===== src/rtl/param_stack_pkg.sv =====
// Shared definitions for the parameterised stack: op encodings and default sizes.
package param_stack_pkg;

    typedef enum logic [2:0] {
        OP_NOP   = 3'd0,
        OP_PUSH  = 3'd1,
        OP_POP   = 3'd2,
        OP_WRITE = 3'd3,
        OP_DUP   = 3'd4,
        OP_SWAP  = 3'd5,
        OP_CLEAR = 3'd6,
        OP_RSVD  = 3'd7
    } op_e;

    localparam int DEF_WIDTH = 32;
    localparam int DEF_DEPTH = 64;

endpackage


===== src/rtl/param_stack_regfile.sv =====
// Stack storage: DEPTH x WIDTH registers, two combinational read ports and
// two write ports. Port 1 exists only so SWAP can exchange two entries in one
// cycle. Contents are never reset; validity is tracked by the parent's count.
module stack_regfile #(
    parameter int WIDTH = 32,
    parameter int DEPTH = 64,
    parameter int AW    = $clog2(DEPTH)
) (
    input  logic             clock,
    input  logic [AW-1:0]    raddr0,
    input  logic [AW-1:0]    raddr1,
    output logic [WIDTH-1:0] rdata0,
    output logic [WIDTH-1:0] rdata1,
    input  logic             we0,
    input  logic [AW-1:0]    waddr0,
    input  logic [WIDTH-1:0] wdata0,
    input  logic             we1,
    input  logic [AW-1:0]    waddr1,
    input  logic [WIDTH-1:0] wdata1
);

    logic [DEPTH-1:0][WIDTH-1:0] mem;

    assign rdata0 = mem[raddr0];
    assign rdata1 = mem[raddr1];

    // Per-entry write; the two ports never target the same entry in practice.
    always_ff @(posedge clock) begin
        for (int e = 0; e < DEPTH; e++) begin
            if (we0 && waddr0 == AW'(e))
                mem[e] <= wdata0;
            else if (we1 && waddr1 == AW'(e))
                mem[e] <= wdata1;
        end
    end

endmodule


===== src/rtl/param_stack.sv =====
// LIFO stack with PUSH/POP/WRITE/DUP/SWAP/CLEAR, one op per cycle, and
// sticky overflow/underflow flags. Storage lives in stack_regfile; count,
// flags and op decode live here.
module param_stack
    import param_stack_pkg::*;
#(
    parameter int WIDTH = DEF_WIDTH,
    parameter int DEPTH = DEF_DEPTH
) (
    input  logic                     clock,
    input  logic                     reset_n,
    input  logic [2:0]               op,
    input  logic                     op_valid,
    input  logic [WIDTH-1:0]         value,
    input  logic                     err_clr,
    output logic [WIDTH-1:0]         top,
    output logic [WIDTH-1:0]         next,
    output logic [$clog2(DEPTH):0]   count,
    output logic                     empty,
    output logic                     full,
    output logic                     overflow,
    output logic                     underflow
);

    localparam int AW = $clog2(DEPTH);
    localparam int CW = AW + 1;

    logic [CW-1:0]    cnt, cnt_nxt;
    logic             ovf_q, unf_q;
    logic             ovf_evt, unf_evt, do_clear;
    logic             is_empty, is_full, has2, exec;
    logic [AW-1:0]    top_idx, next_idx;
    logic [WIDTH-1:0] rdata0, rdata1;
    logic             we0, we1;
    logic [AW-1:0]    waddr0, waddr1;
    logic [WIDTH-1:0] wdata0, wdata1;

    assign is_empty = (cnt == '0);
    assign is_full  = (cnt == CW'(DEPTH));
    assign has2     = (cnt >= CW'(2));
    // When count==DEPTH the low bits are 0, so minus one still lands on DEPTH-1.
    assign top_idx  = cnt[AW-1:0] - AW'(1);
    assign next_idx = cnt[AW-1:0] - AW'(2);
    // Ops are only sampled while out of reset so storage stays untouched too.
    assign exec     = op_valid & reset_n;

    stack_regfile #(.WIDTH(WIDTH), .DEPTH(DEPTH)) u_rf (
        .clock  (clock),
        .raddr0 (top_idx),
        .raddr1 (next_idx),
        .rdata0 (rdata0),
        .rdata1 (rdata1),
        .we0    (we0),
        .waddr0 (waddr0),
        .wdata0 (wdata0),
        .we1    (we1),
        .waddr1 (waddr1),
        .wdata1 (wdata1)
    );

    // Decode the op into write-port controls, next count and error events.
    // Failing ops leave every write enable low and the count unchanged.
    always_comb begin
        cnt_nxt  = cnt;
        we0      = 1'b0;
        we1      = 1'b0;
        waddr0   = cnt[AW-1:0];
        wdata0   = value;
        waddr1   = next_idx;
        wdata1   = rdata0;
        ovf_evt  = 1'b0;
        unf_evt  = 1'b0;
        do_clear = 1'b0;
        if (exec) begin
            case (op_e'(op))
                OP_PUSH: begin
                    if (is_full) ovf_evt = 1'b1;
                    else begin
                        we0     = 1'b1;
                        cnt_nxt = cnt + CW'(1);
                    end
                end
                OP_POP: begin
                    if (is_empty) unf_evt = 1'b1;
                    else cnt_nxt = cnt - CW'(1);
                end
                OP_WRITE: begin
                    if (is_empty) unf_evt = 1'b1;
                    else begin
                        we0    = 1'b1;
                        waddr0 = top_idx;
                    end
                end
                OP_DUP: begin
                    if (is_empty) unf_evt = 1'b1;
                    else if (is_full) ovf_evt = 1'b1;
                    else begin
                        we0     = 1'b1;
                        wdata0  = rdata0;
                        cnt_nxt = cnt + CW'(1);
                    end
                end
                OP_SWAP: begin
                    if (!has2) unf_evt = 1'b1;
                    else begin
                        we0    = 1'b1;
                        waddr0 = top_idx;
                        wdata0 = rdata1;
                        we1    = 1'b1;
                    end
                end
                OP_CLEAR: begin
                    cnt_nxt  = '0;
                    do_clear = 1'b1;
                end
                default: ;
            endcase
        end
    end

    // Count register.
    always_ff @(posedge clock or negedge reset_n) begin
        if (!reset_n) cnt <= '0;
        else          cnt <= cnt_nxt;
    end

    // Sticky flags: CLEAR wipes them; otherwise a new event beats err_clr.
    always_ff @(posedge clock or negedge reset_n) begin
        if (!reset_n) begin
            ovf_q <= 1'b0;
            unf_q <= 1'b0;
        end else if (do_clear) begin
            ovf_q <= 1'b0;
            unf_q <= 1'b0;
        end else begin
            ovf_q <= (ovf_q & ~err_clr) | ovf_evt;
            unf_q <= (unf_q & ~err_clr) | unf_evt;
        end
    end

    assign top       = is_empty ? '0 : rdata0;
    assign next      = has2 ? rdata1 : '0;
    assign count     = cnt;
    assign empty     = is_empty;
    assign full      = is_full;
    assign overflow  = ovf_q;
    assign underflow = unf_q;

endmodule


===== config.mk =====
export PLATFORM = sky130hd
export DESIGN_NAME = param_stack
export DESIGN_NICKNAME = d
export VERILOG_FILES = /design/src/rtl/param_stack_pkg.sv /design/src/rtl/param_stack_regfile.sv /design/src/rtl/param_stack.sv
export SDC_FILE = /design/constraint.sdc
export NUM_CORES = 2
export LEC_CHECK = 0
export CELL_PAD_IN_SITES_DETAIL_PLACEMENT = 0
export CELL_PAD_IN_SITES_GLOBAL_PLACEMENT = 1
export CORE_MARGIN = 10
export CORE_UTILIZATION = 27
export DETAILED_ROUTE_END_ITERATION = 6
export PLACE_DENSITY_LB_ADDON = 0.1
export SLEW_MARGIN = 25
export SYNTH_ARGS = -nofsm -noshare
export SYNTH_HDL_FRONTEND = slang
export SYNTH_SLANG_ARGS = --single-unit

===== constraint.sdc =====
create_clock -name clock -period 5.8 [get_ports clock]
set_input_delay 0.58 -clock clock [delete_from_list [all_inputs] [get_ports clock]]
set_output_delay 0.58 -clock clock [all_outputs]
set_load 0.02 [all_outputs]

==> summary.txt <==
Run status
  • Outcome: finished, violations left
  • Violated checks: design-rule violations, negative setup slack

Global route
  • Largest net degree at the start of global routing: 111
  • Initial antenna violation count: 32
  • First-pass GRT wire length: 775 mm
  • Grt ovf: 0
  • Vias in the first global route: 87000
  • Total GRT Usage: a little under a quarter

Clock network
  • Clk root buf: clkbuf_16
  • CTS tree: built
  • Worst-path clk slew: approximately 60 ps
  • Clock Latency Late Sink: 940 ps
  • Clk sink count: about 2100
  • Clock buffer depth: 4
  • Total CTS buffers: 269
  • H-tree depth: 5
  • Hold_buf cts: 0

Placement
  • Post-DP HPWL: between 300 and 400 mm
  • GP Congestion: between 0.8 and 0.9
  • Cell Area, Placed: 132000 µm²
  • I/O Buffers: approximately 110
  • Post-Place Worst Slack: about 440 ps
  • Placed cells: 15900

Worst setup path
  • Capturing element type of the critical path: primary output
  • Setup CP Type: reg -> out
  • Crit path launch type: flip-flop
  • WP data required: 5220 ps
  • Worst EP arrival: 5240 ps
  • CP max FO: 64

Synthesis
  • Sequential fraction of the synthesis area: between 50% and 60%
  • Ys flop type: edfxtp_1
  • Synthesized-area fraction occupied by adder cells: 0.129%
  • Post-synth top cells: edfxtp_1, nor2_1, nand2_1, a21oi_1, mux4_2
  • Register bit total from synthesis: 2057
  • Syn_nets: around 11000
  • Cell variety after synth: 87
  • XOR/XNOR Fraction of Synth Area: 0.105%
  • Synth Warn #: 0
  • Most numerous cell in the Yosys netlist: edfxtp_1
  • Yosys top cell by area: edfxtp_1
  • Post-synth EDFFs: 2048
  • Post-Synthesis Cells: 10500
  • Share of async-settable or async-resettable flops after synthesis: 0.438%
  • Main combinational cell family by area after synthesis: multiplexers
  • Syn_area_per_cell: 11.7 µm²
  • Post-synthesis mux area share: 21.4%
  • Top cell type's share of synthesized area: about half
  • Post-synthesis simple-gate area fraction: 11.0%
  • Post-Syn Area: 122000 µm²
  • Synth area leaders: edfxtp_1, mux4_2, a21oi_1
  • Compound-Gate Fraction of Synth Area: 11.5%

Floorplanning
  • Core area: 452000 µm²
  • I/O pin cnt: 114
  • Chip width: approximately 700 µm
  • Die area: between 400000 and 500000 µm²
  • Initial Util: 27.1%
  • Cell Rows: 247
  • Die height: 693 µm

Final layout
  • P&R area growth vs syn: 15.5%
  • Nets: between 10000 and 15000
  • Design area: approximately 140000 µm²
  • Share of cells above drive strength 1: a little under a quarter
  • Fillers: ~45000
  • Final std cells w/o fill: 16400

Timing
  • Least-Margin Pin Slew: 1160 ps
  • Clk_skew: 49.5 ps
  • RSZ-0062 raised after global routing: false
  • Max Freq: 172 MHz
  • Period utilization: 100%
  • Max-slew violations: 0
  • Relative slew slack: 20.5%
  • Min Hold Slack: 204 ps
  • Fin crit period: 5820 ps
  • Final setup vio count: 1
  • Final Hold Viols: 0
  • Final setup margin: -17.5 ps

Detailed routing
  • Detailed Routing Iterations Pass 1: 7
  • DRC violations left: 2
  • Detail Route Antenna Nets: 0
  • DRT iter0 DRCs: ~12000
  • Vias per cell: between 5 and 6
  • Total number of vias: 92100
  • Drt wl/cell: between 30 and 40 µm
  • Routed WL: 572 mm

Job
  • Max Cap Viol: 0

Min path
  • Worst hold-check path type: in -> async
-- stage by stage --
step           utilization, %  setup TNS, ps
6_report                 31.2          -17.5
5_1_grt                  31.2              0
4_1_cts                  31.2              0
3_5_place_dp             29.3              0
3_3_place_gp             29.3              0
2_1_floorplan               -        -549150
-- layout by cell type, fill, tap and decap left out, drive strengths merged, types with 60 or more instances in the layout --
master / n
o211ai: 101
mux4: 1053
a21oi: 1264
edfxtp: 2048
clkinv: 111
clkdlybuf4s50: 93
buf: 635
mux2i: 203
clkbuf: 331
a2111oi: 64
nand2: 1329
a31oi: 66
and4b: 62
nor2: 1507
nand3: 150
o221ai: 60
o21ai: 907
and2: 66
-- final cells by class --
class / instances / area, µm² / area share, %
Clock inverter: 144 / 1190 / 0.842
Antenna cell: 8 / 20.0 / 0.0142
Sequential cell: 2057 / 61700 / 43.7
Tap cell: 5976 / 7480 / 5.30
Multi-Input combinational cell: 7125 / 56000 / 39.7
Clock buffer: 331 / 7110 / 5.04
Timing Repair Buffer: 730 / 7630 / 5.41
Inverter: 8 / 32.5 / 0.0230
-- worst paths after layout --
| check | from | slack, ps | depth (start not counted) | end |
|---|---|---|---|---|
| min | reset_n | 200 | 2 | overflow |
| min in group clock | err_clr | 440 | 3 | underflow |
| max in group asynchronous | reset_n | 5390 | 2 | count[0] |
| min reg2reg | underflow | 660 | 2 | underflow |
| max reg2reg | count[1] | 570 | 16 | u_rf.mem[1236] |
| max | count[1] | -20 | 12 | next[29] |
-- critical path, stage by stage (launching register included) --
cell	delay (ps)
dfrtp_4	490
clkinv_1	70
buf_4	240
ha_1	210
buf_4	220
xor2_1	410
a2bb2oi_4	120
buf_12	260
a2111oi_0	1030
nor4_1	160
o211ai_1	380
nor2_1	100
clkdlybuf4s50_1	570
-- sequential cells by signal, indices dropped and copies added, names as in the netlist --
name       cells
underflow      1
count          7
u_rf.mem    2048
overflow       1
-- logic make-up after synthesis --
kind of cell / after synthesis
buffers and inverters: 1277
xor gates and xnor gates: 13
muxes: 1289
AOI/OAI and AO/OA: 2550
DFF: 2057
and+or+nand+nor: 3261
adders and majority gates: 12
-- layer usage --
layer / share of wire, % / wire (µm) / global-route usage, % / vias to the layer above
li1: - / - / - / 39000
met1: 44 / 253000 / 32.7 / 48100
met2: 44 / 254000 / 35.3 / 4248
met3: 8.6 / 49100 / 5.20 / 648
met4: 2.7 / 15200 / 5.33 / 8
met5: 0.011 / 62 / 0 / -
-- what timing repair did --
item / 4_1_cts / 5_1_grt
cloned: 2 / 0
buffers inserted: 14 / 3
gates resized for setup: 34 / 11
pin swaps: 4 / 0
setup endpoints to repair: 44 / 14
Power is left out: the tool's default activity adds up to more than one toggle a clock period on the data nets, which glitch-free logic cannot reach.
